File: config.mk
export PLATFORM = sky130hd
export DESIGN_NAME = mem_arbiter_flat
export DESIGN_NICKNAME = d
export VERILOG_FILES = /design/src/rtl/mem_arbiter_if.sv /design/src/rtl/mem_arbiter.sv /design/src/flat_wrapper.sv
export SDC_FILE = /design/constraint.sdc
export NUM_CORES = 1
export LEC_CHECK = 0
export CAP_MARGIN = 40
export CORE_AREA = 2 2 107 109
export CTS_CLUSTER_DIAMETER = 30
export CTS_CLUSTER_SIZE = 28
export DETAILED_ROUTE_END_ITERATION = 16
export DIE_AREA = 0 0 109 111
export PLACE_DENSITY = 0.85
export RECOVER_POWER = 25
export SYNTH_ARGS = -nofsm -noshare
export SYNTH_HDL_FRONTEND = slang
export SYNTH_SLANG_ARGS = --single-unit
File: constraint.sdc
create_clock -name clk -period 4.5 [get_ports clk]
set_input_delay 1.125 -clock clk [delete_from_list [all_inputs] [get_ports clk]]
set_output_delay 1.125 -clock clk [all_outputs]
set_load 0.02 [all_outputs]
File: src/rtl/mem_arbiter_if.sv
// mem_arbiter_if: requester, memory-port and status signals around the memory arbiter
interface mem_arbiter_if #(parameter int XLEN = 32);
  logic            i_req;
  logic [XLEN-1:0] i_addr;
  logic            i_rvalid;
  logic [XLEN-1:0] i_rdata;
  logic            i_done;
  logic            d_req;
  logic            d_we;
  logic [XLEN-1:0] d_addr;
  logic [XLEN-1:0] d_wdata;
  logic [3:0]      d_wstrb;
  logic [XLEN-1:0] d_rdata;
  logic            d_done;
  logic            mem_req;
  logic            mem_we;
  logic [XLEN-1:0] mem_addr;
  logic [XLEN-1:0] mem_wdata;
  logic [3:0]      mem_wstrb;
  logic            mem_ack;
  logic [XLEN-1:0] mem_rdata;
  logic            busy;
  modport slave (
    input  i_req, i_addr, d_req, d_we, d_addr, d_wdata, d_wstrb, mem_ack, mem_rdata,
    output i_rvalid, i_rdata, i_done, d_rdata, d_done,
           mem_req, mem_we, mem_addr, mem_wdata, mem_wstrb, busy
  );
  modport master (
    output i_req, i_addr, d_req, d_we, d_addr, d_wdata, d_wstrb, mem_ack, mem_rdata,
    input  i_rvalid, i_rdata, i_done, d_rdata, d_done,
           mem_req, mem_we, mem_addr, mem_wdata, mem_wstrb, busy
  );
endinterface

File: src/rtl/mem_arbiter.sv
// mem_arbiter: shares one memory port between icache burst refills and data accesses; MEM_ARB_STARVE_GUARD_EN enables the I-side starvation guard
module mem_arbiter #(
  parameter int XLEN         = 32,
  parameter int LINE_WORDS   = 4,
  parameter int STARVE_LIMIT = 4
) (
  input logic          clk,
  input logic          reset,
  mem_arbiter_if.slave bus
);
  localparam int BW  = $clog2(LINE_WORDS);
  localparam int OFF = BW + 2;
  typedef enum logic [1:0] {IDLE, I_BUSY, D_BUSY} state_t;
  state_t        state, state_n;
  logic [BW-1:0] beat;
  logic          grant_i, grant_d, last, starved;
  logic          unused_addr_bits;
  assign unused_addr_bits = ^bus.i_addr[OFF-1:0];
  assign last             = beat == BW'(LINE_WORDS - 1);
  assign bus.busy         = state != IDLE;
  assign bus.i_rvalid     = bus.mem_ack & (state == I_BUSY);
  assign bus.i_rdata      = bus.mem_rdata;
  assign bus.i_done       = bus.i_rvalid & last;
  assign bus.d_done       = bus.mem_ack & (state == D_BUSY);
  assign bus.d_rdata      = bus.mem_rdata;
`ifdef MEM_ARB_STARVE_GUARD_EN
  logic [3:0] starve_cnt;
  assign starved = starve_cnt == 4'(STARVE_LIMIT);
  // count D grants taken while I waits; any I grant or an uncontested D grant clears it
  always_ff @(posedge clk or posedge reset)
    if (reset) starve_cnt <= '0;
    else if (grant_i || (grant_d && !bus.i_req)) starve_cnt <= '0;
    else if (grant_d && !starved) starve_cnt <= starve_cnt + 4'd1;
`else
  localparam int unused_limit = STARVE_LIMIT;
  assign starved = 1'b0;
`endif
  // state register
  always_ff @(posedge clk or posedge reset)
    if (reset) state <= IDLE;
    else state <= state_n;
  // grant decision in IDLE and transaction completion
  always_comb begin
    state_n = state;
    grant_d = 1'b0;
    grant_i = 1'b0;
    case (state)
      IDLE: begin
        grant_d = bus.d_req & ~(bus.i_req & starved);
        grant_i = bus.i_req & ~grant_d;
        state_n = grant_d ? D_BUSY : grant_i ? I_BUSY : IDLE;
      end
      I_BUSY:  state_n = (bus.mem_ack && last) ? IDLE : I_BUSY;
      D_BUSY:  state_n = bus.mem_ack ? IDLE : D_BUSY;
      default: state_n = IDLE;
    endcase
  end
  // registered memory-side request; refill beats walk the address within the line
  always_ff @(posedge clk or posedge reset)
    if (reset) begin
      bus.mem_req   <= 1'b0;
      bus.mem_we    <= 1'b0;
      bus.mem_addr  <= '0;
      bus.mem_wdata <= '0;
      bus.mem_wstrb <= '0;
      beat          <= '0;
    end else if (grant_d) begin
      bus.mem_req   <= 1'b1;
      bus.mem_we    <= bus.d_we;
      bus.mem_addr  <= bus.d_addr;
      bus.mem_wdata <= bus.d_wdata;
      bus.mem_wstrb <= bus.d_we ? bus.d_wstrb : 4'b0;
    end else if (grant_i) begin
      bus.mem_req   <= 1'b1;
      bus.mem_we    <= 1'b0;
      bus.mem_addr  <= {bus.i_addr[XLEN-1:OFF], {OFF{1'b0}}};
      bus.mem_wdata <= '0;
      bus.mem_wstrb <= '0;
      beat          <= '0;
    end else if (bus.mem_ack && state != IDLE) begin
      if (state == D_BUSY || last) begin
        bus.mem_req <= 1'b0;
        beat        <= '0;
      end else begin
        beat         <= beat + 1'b1;
        bus.mem_addr <= {bus.mem_addr[XLEN-1:OFF], BW'(beat + 1'b1), 2'b00};
      end
    end
endmodule
File: src/flat_wrapper.sv
// flat-port wrapper written by rule: the top's interface ports become plain ports
module mem_arbiter_flat 
#(
  parameter int XLEN         = 32,
  parameter int LINE_WORDS   = 4,
  parameter int STARVE_LIMIT = 4
)
  (clk, reset, bus_i_req, bus_i_addr, bus_d_req, bus_d_we, bus_d_addr, bus_d_wdata, bus_d_wstrb, bus_mem_ack, bus_mem_rdata, bus_i_rvalid, bus_i_rdata, bus_i_done, bus_d_rdata, bus_d_done, bus_mem_req, bus_mem_we, bus_mem_addr, bus_mem_wdata, bus_mem_wstrb, bus_busy);
  mem_arbiter_if #(.XLEN(XLEN)) bus_i ();
  input logic clk;
  input logic reset;
  input wire logic [$bits(bus_i.i_req)-1:0] bus_i_req;
  input wire logic [$bits(bus_i.i_addr)-1:0] bus_i_addr;
  input wire logic [$bits(bus_i.d_req)-1:0] bus_d_req;
  input wire logic [$bits(bus_i.d_we)-1:0] bus_d_we;
  input wire logic [$bits(bus_i.d_addr)-1:0] bus_d_addr;
  input wire logic [$bits(bus_i.d_wdata)-1:0] bus_d_wdata;
  input wire logic [$bits(bus_i.d_wstrb)-1:0] bus_d_wstrb;
  input wire logic [$bits(bus_i.mem_ack)-1:0] bus_mem_ack;
  input wire logic [$bits(bus_i.mem_rdata)-1:0] bus_mem_rdata;
  output wire logic [$bits(bus_i.i_rvalid)-1:0] bus_i_rvalid;
  output wire logic [$bits(bus_i.i_rdata)-1:0] bus_i_rdata;
  output wire logic [$bits(bus_i.i_done)-1:0] bus_i_done;
  output wire logic [$bits(bus_i.d_rdata)-1:0] bus_d_rdata;
  output wire logic [$bits(bus_i.d_done)-1:0] bus_d_done;
  output wire logic [$bits(bus_i.mem_req)-1:0] bus_mem_req;
  output wire logic [$bits(bus_i.mem_we)-1:0] bus_mem_we;
  output wire logic [$bits(bus_i.mem_addr)-1:0] bus_mem_addr;
  output wire logic [$bits(bus_i.mem_wdata)-1:0] bus_mem_wdata;
  output wire logic [$bits(bus_i.mem_wstrb)-1:0] bus_mem_wstrb;
  output wire logic [$bits(bus_i.busy)-1:0] bus_busy;
  assign bus_i.i_req = bus_i_req;
  assign bus_i.i_addr = bus_i_addr;
  assign bus_i.d_req = bus_d_req;
  assign bus_i.d_we = bus_d_we;
  assign bus_i.d_addr = bus_d_addr;
  assign bus_i.d_wdata = bus_d_wdata;
  assign bus_i.d_wstrb = bus_d_wstrb;
  assign bus_i.mem_ack = bus_mem_ack;
  assign bus_i.mem_rdata = bus_mem_rdata;
  assign bus_i_rvalid = bus_i.i_rvalid;
  assign bus_i_rdata = bus_i.i_rdata;
  assign bus_i_done = bus_i.i_done;
  assign bus_d_rdata = bus_i.d_rdata;
  assign bus_d_done = bus_i.d_done;
  assign bus_mem_req = bus_i.mem_req;
  assign bus_mem_we = bus_i.mem_we;
  assign bus_mem_addr = bus_i.mem_addr;
  assign bus_mem_wdata = bus_i.mem_wdata;
  assign bus_mem_wstrb = bus_i.mem_wstrb;
  assign bus_busy = bus_i.busy;
  mem_arbiter #(.XLEN(XLEN), .LINE_WORDS(LINE_WORDS), .STARVE_LIMIT(STARVE_LIMIT)) u_core (.clk(clk), .reset(reset), .bus(bus_i));
endmodule
==> Word-level counts from Yosys, hierarchy flattened <==
Index checks and enable logic that the tools add are counted.
{ "word_totals": {"register_bits": 74, "latchBits": 0, "mem_bits_rw": 0, "mem_bits_ro": 0, "input_bits": 138, "elab_cells": 56, "memories": 0} }
{ "classes": {"n_addsub": 1, "n_mul": 0, "div": 0, "n_lt_le_gt_ge": 0, "eq_ne": 4, "n_shift": 0, "n_mux": 25, "bitwise": 6, "n_reduce_logical": 12} }
{ "ops": {"columns": ["operator", "n"], "rows": [
  ["$mux W32", 5],
  ["$mux W4", 4],
  ["$mux W1", 10],
  ["$mux W2", 5],
  ["$pmux W2 S3", 1],
  ["$reduce_and A2 Y1", 3],
  ["$reduce_bool A2 Y1", 3],
  ["$reduce_bool A3 Y1", 2],
  ["$and A1 B1 Y1", 4],
  ["$eq A2 B2 Y1 const B", 2],
  ["$ne A3 B1 Y1 const B", 1],
  ["$add A2 B1 Y2 const B", 1],
  ["$eq A2 B1 Y1 const B", 1],
  ["$logic_and A1 B1 Y1", 2],
  ["$logic_not A2 Y1", 1],
  ["$not A1 Y1", 2],
  ["$logic_or A1 B1 Y1", 1]
]} }

==> Logic depth before layout (Yosys ltp) <==
Gate-level depths: netlist (run 1).
{ "logic_depth": {"ltp_word": 6, "mapped_depth": 5} }

==> Worst setup path before layout (run 1) <==
Ideal clock, no wire load.
{ "synth_path": {"path_kind": "input-to-output", "start": "input port bus_mem_ack", "end": "output port bus_i_done", "t_arrival_ns": 1.698, "required_time_ns": 3.375, "slack_ns": 1.677, "stages": 2, "cell_sequence": "nand2_1 nor3b_1"} }
{ "synth_between": {"elab_chain_len": 2} }
{ "synth_lines": {"columns": ["item", "line", "rtl"], "rows": [
  ["start: declaration", "flat_wrapper.sv:19", "input wire logic [$bits(bus_i.mem_ack)-1:0] bus_mem_ack;"],
  ["$and A1 B1 Y1", "mem_arbiter.sv:21", "assign bus.i_rvalid = bus.mem_ack & (state == I_BUSY);"],
  ["$and A1 B1 Y1", "mem_arbiter.sv:23", "assign bus.i_done = bus.i_rvalid & last;"],
  ["end: declaration", "flat_wrapper.sv:23", "output wire logic [$bits(bus_i.i_done)-1:0] bus_i_done;"]
]} }
No other way between the ends.

==> Worst setup path after layout (run 1) <==
Ends and elaborated chain as after synthesis.

==> metrics.cfg, run 1 <==
[critical_path]
critPathKind = in2out
crit_fanout = 7
worst_setup_path_start_kind = input pin
r2r_start = u_core.state[0]
r2r_cells = 4
r2r-end = u_core.bus.mem_wdata[17]
cp.arrival_ns = 2.77
rrSetupSlack_ns = 2.51
worst_setup_path_end_kind = output port
cp.required_ns = 3.38

[grt]
antenna_found_initial = 0
grt_overflow_total = 0
grt_max_degree = 70
grt_util_all_layers_pct = 15.61
grt_pass1_vias = 2857
grt_pass1_wl_mm = 14.67

[die]
start_util_pct = 31.11
core-area_sq_mm = 0.01108
die_area_sq_mm = 0.01210
die_width_um = 109
num_rows = 39
io-pin-count = 276
die_h_um = 111

[route]
drt-pass1-iter-count = 4
postRouteAntennaNets = 0
drc = 0
viasPerCell = 4.905
drt-total-wl_mm = 9.334
drtIter0Drc = 151
vias = 2644
avgRoutedWirePerCell_um = 17.32

[run]
maxCapViolCount = 0

[synth]
syn_avg_cell_area_sq_um = 12.18
synth_mux_area_share_pct = 0.5810
syn_area_sq_mm = 0.003446
synth_top_family_by_area = compound AO/OA/AOI/OAI gates
synth_simple_gate_area_share_pct = 3.086
synth_area_leaders = dfrtp_1, a22o_1, buf_4, a21o_1, buf_2
ys_types = 25
seq_area_frac_synth_pct = 53.74
synthesis.nets = 422
synth_xor_area_share_pct = 0
synthAdderAreaFrac_pct = 0.3631
synth_edf_count = 0
synth_ff_type = dfrtp_1
synth_cells = 283
synth_top_area_share_pct = 53.74
synth-seq-cells = 74
synthArstFlopShare_pct = 100.0
yosys_warnings = 0
synth_top_area_cell = dfrtp_1
synth_compound_area_share_pct = 25.20

[cts]
numCtsBuffers = 9
holdBufCountCts = 0
postCtsSetupBuffers = 0
cts_tree = built
htreeDepth = 3
cts_resized = 0
clockRootBuffer = clkbuf_16
cts_sinks = 74
clockBufferDepth = 2
path_clk_slew_ns = 0.06
clock_latency_ns = 0.33

[power_and_ir_drop]
peakVddDrop_mv = 0.3066
p_leak_nw = 2.350
p_per_area_mw_per_mm2 = 707.7

[final_layout]
fill_cells = 991
drive_gt1_share_pct = 7.071
fin_nets = 530
layout_common_cells = clkdlybuf4s50_1, dfrtp_1, a22o_1, a21o_1, clkbuf_16
diodes = 0
mostFrequentLayoutCell = clkdlybuf4s50_1
syn_to_final_growth_pct = 50.25

[sta]
report.final.slew_viol_count = 0
finalSetupTns_ns = 0
rsz0062_at_grt = false
slew_headroom_pct = 30.06
final.period_utilization_pct = 86.49
clock_skew_ns = 0.01389
hold_violations = 0
hold_slack_ns = 0.4733
setup_violations = 0
worstMarginPinSlew_ns = 1.049
fmax_mhz = 256.9
fin_crit_ns = 3.892

[hold_path]
hp-start = u_core.bus.mem_addr[27]
hold_path_class = reg2reg
whs_path_depth = 1
min_to = u_core.bus.mem_addr[27]

[place]
hpwl_mm = 6.684
io_buffers = 175
globalplace.congestion = 0.7992

[run_status]
status = complete, no violations

area by class of cell:
| class | count | area (sq um) | share of cell area, % |
|---|---|---|---|
| flip-flops and latches | 74 | 1852 | 35.77 |
| clock inverters | 6 | 65.06 | 1.257 |
| multi-input cells | 122 | 1021 | 19.72 |
| inverters | 4 | 16.27 | 0.3142 |
| repair buffers | 180 | 1805 | 34.87 |
| clock buffers | 10 | 239.0 | 4.616 |
| well taps | 143 | 178.9 | 3.456 |
state kept, by name, summed over array words and instances (netlist names):
register and count:
u_core.bus.mem_addr 32, u_core.bus.mem_we 1, u_core.bus.mem_wdata 32, u_core.beat 2
u_core.state 2, u_core.bus.mem_wstrb 4, u_core.bus.mem_req 1
synth_stat cells (2+ instances only):
cell      count
a21o_1       28
a21oi_1       2
a22o_1       63
a32o_1        6
buf_2        13
buf_4        65
clkbuf_1      5
dfrtp_1      74
inv_1         4
mux2i_1       2
nand2_1       4
nor2_1        2
o21ai_0       2
or2_2         2
report_power, final:
group          internal, mW  total [mW]  switching, mW
combinational         0.910        1.77          0.860
clock                 0.445       0.723          0.277
sequential            0.973        1.17          0.199
total                  2.33        3.66           1.34
routing by layer:
layer | vias to the layer above | share of wire (%) | global-route usage, %
li1 | 1186 | - | -
met1 | 1316 | 37 | 16.95
met2 | 110 | 53 | 27.62
met3 | 32 | 8.0 | 4.821
met4 | 0 | 2.5 | 6.410
met5 | - | 0 | 0
kinds of logic after synthesis:
kind of cell               after synthesis
buffers and inverters                   87
muxes                                    2
adders and majority gates                1
and+or+nand+nor                         15
AOI/OAI and AO/OA                      104
DFF                                     74
worst max-delay path, stage by stage:
cell and delay [ns]:
clkdlybuf4s50_1 0.60, nand2_1 0.13, nor3b_1 0.25, clkdlybuf4s50_1 0.66
how the worst max path moves through the flow:
stage	startpoint	endpoint	slack, ns	depth (start not counted)
6_report	bus_mem_ack	bus_i_done	0.61	4
5_1_grt	bus_mem_ack	bus_i_done	0.57	4
4_1_cts	bus_mem_ack	bus_i_done	0.63	4
3_5_place_dp	bus_mem_ack	bus_i_done	0.63	4
3_3_place_gp	bus_mem_ack	bus_i_done	0.72	4
2_1_floorplan	reset	u_core.beat[0]	1.49	1
per-stage QoR:
step	area [sq um]	instances	power (mW)	setup WS (ns)	util (%)
6_report	5177	539	3.664	0.6081	46.74
5_1_grt	5177	539	3.874	0.5665	46.74
4_1_cts	5181	539	3.717	0.6323	46.78
3_5_place_dp	4877	523	2.973	0.6289	44.03
3_3_place_gp	4850	522	2.915	0.7210	43.78
2_1_floorplan	3446	283	2.198	1.493	-
Power figures use the tool's default switching activity.
==> run 2: changes to the inputs <==
--- a/config.mk
+++ b/config.mk
@@ -13,6 +13,8 @@
 export DIE_AREA = 0 0 109 111
 export PLACE_DENSITY = 0.85
 export RECOVER_POWER = 25
+export REMOVE_ABC_BUFFERS = 1
 export SYNTH_ARGS = -nofsm -noshare
 export SYNTH_HDL_FRONTEND = slang
 export SYNTH_SLANG_ARGS = --single-unit
+export TNS_END_PERCENT = 5
==> run 2 against run 1 <==
Net effect:
- the run now ends with capacitance limit, slew limit left
- sequential share of layout area rose by 0.17 points
- fmax rose by 2.4%
- die area did not move
- cell count fell by 0.19%
- total power fell by 0.41%
- utilization fell by 0.21 points
- sequential power barely moved
- first-iteration DRC count fell by 7.3%
- highest routed layer is now met5
==> metrics.cfg, run 2 (synthesized netlist as in run 1, its figures left out) <==
[place]
globalplace.congestion = 0.7550  ; -5.5%
pre_cts_slack_ns = 0.7123  ; +0.08336 ns
hpwl_mm = 9.375  ; +40%
io_buffers = 175  ; unchanged
dp.cells = 522  ; -0.19%

[die]
start_util_pct = 31.11  ; unchanged
io-pin-count = 276  ; unchanged
core-area_sq_mm = 0.01108  ; unchanged
die_area_sq_mm = 0.01210  ; unchanged
die_h_um = 111  ; unchanged
die_width_um = 109  ; unchanged
num_rows = 39  ; unchanged

[hold_path]
hold_path_class = reg2reg

[cts]
cts_sinks = 74  ; unchanged
htreeDepth = 3  ; unchanged
numCtsBuffers = 9  ; unchanged
cts_resized = 0  ; unchanged
holdBufCountCts = 0  ; unchanged
clockRootBuffer = clkbuf_16
postCtsSetupBuffers = 0  ; unchanged
clockBufferDepth = 2  ; unchanged
cts_tree = built
path_clk_slew_ns = 0.06  ; about the same
clock_latency_ns = 0.32  ; about the same

[route]
avgRoutedWirePerCell_um = 22.29  ; +29%
drt-pass1-iter-count = 4  ; unchanged
drtIter0Drc = 140  ; -7.3%
viasPerCell = 5.160  ; +5.2%
drc = 0  ; unchanged
vias = 2776  ; +5.0%
postRouteAntennaNets = 0  ; unchanged
drt-total-wl_mm = 11.99  ; +28%

[power_and_ir_drop]
p_per_area_mw_per_mm2 = 708.1  ; about the same
fin_total_pwr_mw = 3.649  ; -0.41%
peakVddDrop_mv = 0.4858  ; +58%
p_leak_nw = 2.341  ; -0.39%

[sta]
setup_violations = 0  ; unchanged
fin_crit_ns = 3.801  ; -0.09083 ns
worstMarginPinSlew_ns = 1.580  ; +0.5309 ns
slew_headroom_pct = -5.910  ; -36 points
report.final.slew_viol_count = 38  ; +38
clock_skew_ns = 0.005564  ; -0.008327 ns
final.period_utilization_pct = 84.47  ; -2.0 points
setup_slack_ns = 0.6990  ; +0.09083 ns
fmax_mhz = 263.1  ; +2.4%
finalSetupTns_ns = 0  ; unchanged
rsz0062_at_grt = false
hold_violations = 0  ; unchanged

[critical_path]
cp.required_ns = 3.38  ; about the same
worst_setup_path_start_kind = input pin
cp.arrival_ns = 2.68  ; -0.09 ns
crit_fanout = 7  ; unchanged
critPathKind = in2out
worst_setup_path_end_kind = output port

[final_layout]
seq_area_sq_mm = 0.001852  ; unchanged
syn_to_final_growth_pct = 49.56
mostFrequentLayoutCell = clkdlybuf4s50_1
multiInputGateArea_sq_mm = 0.001021  ; unchanged
drive_gt1_share_pct = 7.089  ; +0.018 points
fill_cells = 1032  ; +4.1%
fin_util_pct = 46.53  ; -0.21 points
fin_nets = 529  ; -0.19%
layout_common_cells = clkdlybuf4s50_1, dfrtp_1, a22o_1, a21o_1, clkbuf_16
layoutNonFillerInstCount = 538  ; -0.19%
reg.largest.list = u_core.bus.mem_addr: 32 flops, u_core.bus.mem_wdata: 32 flops, u_core.bus.mem_wstrb: 4 flops
diodes = 0  ; unchanged

[grt]
antenna_found_initial = 0  ; unchanged
grt_max_degree = 70  ; unchanged
grt_pass1_wl_mm = 16.76  ; +14%
grt_pass1_vias = 2775  ; -2.9%
grt_overflow_total = 0  ; unchanged
grt_util_all_layers_pct = 19.19  ; +3.6 points

[run_status]
failed_checks = capacitance limit, slew limit
status = complete, but fails checks

[run]
maxCapViolCount = 1  ; +1

-- run 2: cell types whose count changed in the layout (fill, tap and decap cells not counted) --
cell,before,now
buf_4,3,4
clkbuf_1,1,0
buf_16,1,0
-- run 2: critical path, stage by stage --
cell and delay [ns]:
clkdlybuf4s50_1 0.59, nand2_1 0.12, nor3b_1 0.20, clkdlybuf4s50_1 0.64
-- run 2: worst paths after layout --
| kind | startpoint | end | slack (ns) | cells past startpoint |
|---|---|---|---|---|
| worst max register to register | u_core.state[0] | u_core.bus.mem_addr[0] | 2.30 | 4 |
| worst max-delay path | bus_mem_ack | bus_i_done | 0.70 | 4 |
| worst min-delay path | u_core.bus.mem_addr[25] | u_core.bus.mem_addr[25] | 0.48 | 1 |
| worst min register to register | u_core.bus.mem_addr[25] | u_core.bus.mem_addr[25] | 0.48 | 1 |
| min in group asynchronous | reset | u_core.bus.mem_wdata[18] | 1.64 | 2 |
| max in group asynchronous | reset | u_core.bus.mem_addr[14] | 1.73 | 3 |
-- run 2: through the flow --
stage	area (sq um)	hold WS, ns
after floorplan	2874	0.5061
after global placement	4850	0.4591
after detailed placement	4850	0.4667
after CTS	5154	0.4798
after global routing	5154	0.4888
final	5154	0.4759
-- run 2: power breakdown --
| part | internal [mW] | leakage [nW] | switching, mW | total [mW] |
|---|---|---|---|---|
| registers | 0.973 | 0.929 | 0.195 | 1.17 |
| logic | 0.909 | 1.26 | 0.858 | 1.77 |
| clock network | 0.445 | 0.149 | 0.269 | 0.714 |
| total | 2.33 | 2.34 | 1.32 | 3.65 |
-- run 2: metal layers --
metal	GRT usage (%)	up-vias	share of wire (%)
met3	14.40	19	18
met5	10.27	-	1.2
met1	20.95	1340	36
met2	28.32	224	44
li1	-	1189	-
met4	5.043	4	1.3
-- run 2: cell type report --
type	instances	area share [%]
Timing Repair Buffer	179	34.57
Clock inverter	6	1.262
Multi-Input combinational cell	122	19.81
Tap cell	143	3.472
Sequential cell	74	35.93
Inverter	4	0.3156
Clock buffer	10	4.637
==> run 3: changes to the inputs <==
--- a/config.mk
+++ b/config.mk
@@ -6,12 +6,12 @@
 export NUM_CORES = 1
 export LEC_CHECK = 0
 export CAP_MARGIN = 40
-export CORE_AREA = 2 2 107 109
+export CORE_MARGIN = 2
+export CORE_UTILIZATION = 30
 export CTS_CLUSTER_DIAMETER = 30
 export CTS_CLUSTER_SIZE = 28
 export DETAILED_ROUTE_END_ITERATION = 16
-export DIE_AREA = 0 0 109 111
-export PLACE_DENSITY = 0.85
+export PLACE_DENSITY = 0.84
 export RECOVER_POWER = 25
 export REMOVE_ABC_BUFFERS = 1
 export SYNTH_ARGS = -nofsm -noshare
==> constraint.sdc (replaced) <==
create_clock -name clk -period 3.1 [get_ports clk]
set_input_delay 0.775 -clock clk [delete_from_list [all_inputs] [get_ports clk]]
set_output_delay 0.775 -clock clk [all_outputs]
set_load 0.02 [all_outputs]
==> run 3 against run 2 <==
Net effect:
- the run still ends with capacitance limit, slew limit left
- setup slack got worse by 0.58 ns
- critical path depth did not move
- utilization is 0.90 points lower
- cell area is 0.22% higher
- first-iteration DRC count is 52% lower
- combinational power increased by 46%
- critical endpoint unchanged
- clock power is 34% higher
- highest routed layer is now met4
- largest power group unchanged
- total power rose by 44%
==> metrics.cfg, run 3 (synthesized netlist as in run 1, its figures left out) <==
[place]
pre_cts_slack_ns = 0.1387  ; -0.5736 ns
globalplace.congestion = 0.7596  ; +0.61%
hpwl_mm = 8.965  ; -4.4%
dp.cells = 525  ; +0.57%
io_buffers = 175  ; unchanged
place_area_sq_mm = 0.004885  ; +0.72%

[cts]
htreeDepth = 3  ; unchanged
clockBufferDepth = 2  ; unchanged
path_clk_slew_ns = 0.05  ; about the same
clockRootBuffer = clkbuf_16
clock_latency_ns = 0.33  ; about the same
cts_resized = 0  ; unchanged
holdBufCountCts = 0  ; unchanged
cts_tree = built
postCtsSetupBuffers = 0  ; unchanged
numCtsBuffers = 9  ; unchanged
cts_sinks = 74  ; unchanged

[final_layout]
diodes = 0  ; unchanged
layoutNonFillerInstCount = 540  ; +0.37%
mostFrequentLayoutCell = clkdlybuf4s50_1
fin_area_sq_mm = 0.005165  ; +0.22%
reg.largest.list = u_core.bus.mem_addr: 32 flops, u_core.bus.mem_wdata: 32 flops, u_core.bus.mem_wstrb: 4 flops
drive_gt1_share_pct = 7.557  ; +0.47 points
seq_area_sq_mm = 0.001852  ; unchanged
multiInputGateArea_sq_mm = 0.001021  ; unchanged
syn_to_final_growth_pct = 49.89
fin_nets = 532  ; +0.57%
layout_common_cells = clkdlybuf4s50_1, dfrtp_1, a22o_1, a21o_1, clkbuf_16
fill_cells = 1030  ; -0.19%

[power_and_ir_drop]
swShare_pct = 36.50  ; +0.26 points
peakVddDrop_mv = 0.6069  ; +25%
netSwitchingPower_mw = 1.913  ; +45%
p_seq_share_pct = 32.5  ; +0.5 points
p_leak_nw = 2.341  ; about the same
p_int_mw = 3.328  ; +43%
pwr-share-comb_pct = 49.3  ; +0.9 points
p_per_area_mw_per_mm2 = 1015  ; +43%
p_clk_share_pct = 18.2  ; -1.4 points

[sta]
hold_slack_ns = 0.4716  ; -0.004289 ns
fin_crit_ns = 2.979
hold_violations = 0  ; unchanged
fmax_mhz = 335.7
final.period_utilization_pct = 96.09
report.final.slew_viol_count = 37  ; -2.6%
setup_slack_ns = 0.1211  ; -0.5778 ns
clock_skew_ns = 0.009010  ; +0.003446 ns
rsz0062_at_grt = false
worstMarginPinSlew_ns = 1.587  ; +0.006558 ns
slew_headroom_pct = -6.350  ; -0.44 points
finalSetupTns_ns = 0  ; unchanged
setup_violations = 0  ; unchanged

[grt]
grt_max_degree = 43  ; -39%
grt_overflow_total = 0  ; unchanged
antenna_found_initial = 0  ; unchanged
grt_pass1_wl_mm = 17.01  ; +1.5%
grt_util_all_layers_pct = 18.18  ; -1.0 points
grt_pass1_vias = 2899  ; +4.5%

[die]
core-area_sq_mm = 0.01132  ; +2.2%
io-pin-count = 276  ; unchanged
die_area_sq_mm = 0.01236  ; +2.1%
num_rows = 39  ; unchanged
start_util_pct = 30.44  ; -0.67 points
die_width_um = 111.2  ; +2.0%
die_h_um = 111.2  ; +0.15%

[route]
drt-pass1-iter-count = 4  ; unchanged
drt-total-wl_mm = 11.39  ; -5.1%
viasPerCell = 5.150  ; -0.19%
vias = 2781  ; +0.18%
drtIter0Drc = 67  ; -52%
avgRoutedWirePerCell_um = 21.09  ; -5.4%
postRouteAntennaNets = 0  ; unchanged
drc = 0  ; unchanged

[critical_path]
crit_fanout = 4  ; -3
cp_top_family = buffers and inverters
worst_setup_path_start_kind = input pin
cp.required_ns = 2.32  ; -1.06 ns
crit_chain = clkdlybuf4s50_1, nand2_1, nor3b_1, clkdlybuf4s50_1
crit_buf_inv = 2  ; unchanged
cp.arrival_ns = 2.20  ; -0.48 ns
max_stage_delay_ns = 0.63  ; about the same
crit_slowest_cell = clkdlybuf4s50_1
crit_top_cell = clkdlybuf4s50_1
worst_setup_path_end_kind = output port
critPathKind = in2out

[run]
maxCapViolCount = 1  ; unchanged

[hold_path]
hold_path_class = reg2reg

[run_status]
status = complete, but fails checks
failed_checks = capacitance limit, slew limit

## run 3: layout make-up
class | instances | area share, %
Tap cell | 143 | 3.464
Multi-Input combinational cell | 122 | 19.77
Clock buffer | 11 | 4.893
Clock inverter | 4 | 0.5329
Inverter | 4 | 0.3149
Timing Repair Buffer | 182 | 35.17
Sequential cell | 74 | 35.85
## run 3: through the flow
step | power (mW) | utilization (%)
global placement | 4.237 | 43.15
global route | 5.542 | 45.62
detailed placement | 4.314 | 43.15
finish | 5.241 | 45.62
CTS | 5.304 | 45.62
floorplan | 3.018 | -
## run 3: worst reg2reg max path, stage by stage (launching register included)
cell and delay (ns):
dfrtp_1 0.55, nor3b_4 0.34, buf_4 0.45, a22o_1 0.24, a21o_1 0.08
## run 3: power by group through the flow
stage / Clock [mW] / Combinational (mW) / Sequential [mW]
after floorplan: 0 / 0.828 / 2.19
after global placement: 0 / 2.55 / 1.69
after detailed placement: 0 / 2.60 / 1.71
after CTS: 0.989 / 2.61 / 1.70
after global routing: 1.04 / 2.74 / 1.76
final: 0.954 / 2.58 / 1.70
## run 3: per-layer routing
| metal | track usage (%) | routed length (um) |
|---|---|---|
| met5 | 2.500 | 0 |
| met4 | 5.267 | 114 |
| met3 | 14.05 | 2083 |
| met2 | 24.55 | 4652 |
| met1 | 22.15 | 4536 |
## run 3: path summary, 6_finish.rpt
path	startpoint	endpoint	slack (ns)	cells past startpoint
min	u_core.bus.mem_addr[20]	u_core.bus.mem_addr[20]	0.47	1
min in group asynchronous	reset	u_core.bus.mem_wdata[9]	1.29	2
min reg2reg	u_core.bus.mem_addr[20]	u_core.bus.mem_addr[20]	0.47	1
max reg2reg	u_core.state[0]	u_core.bus.mem_addr[12]	1.38	4
max in group asynchronous	reset	u_core.bus.mem_wdata[31]	0.99	3
max	bus_mem_ack	bus_i_done	0.12	4
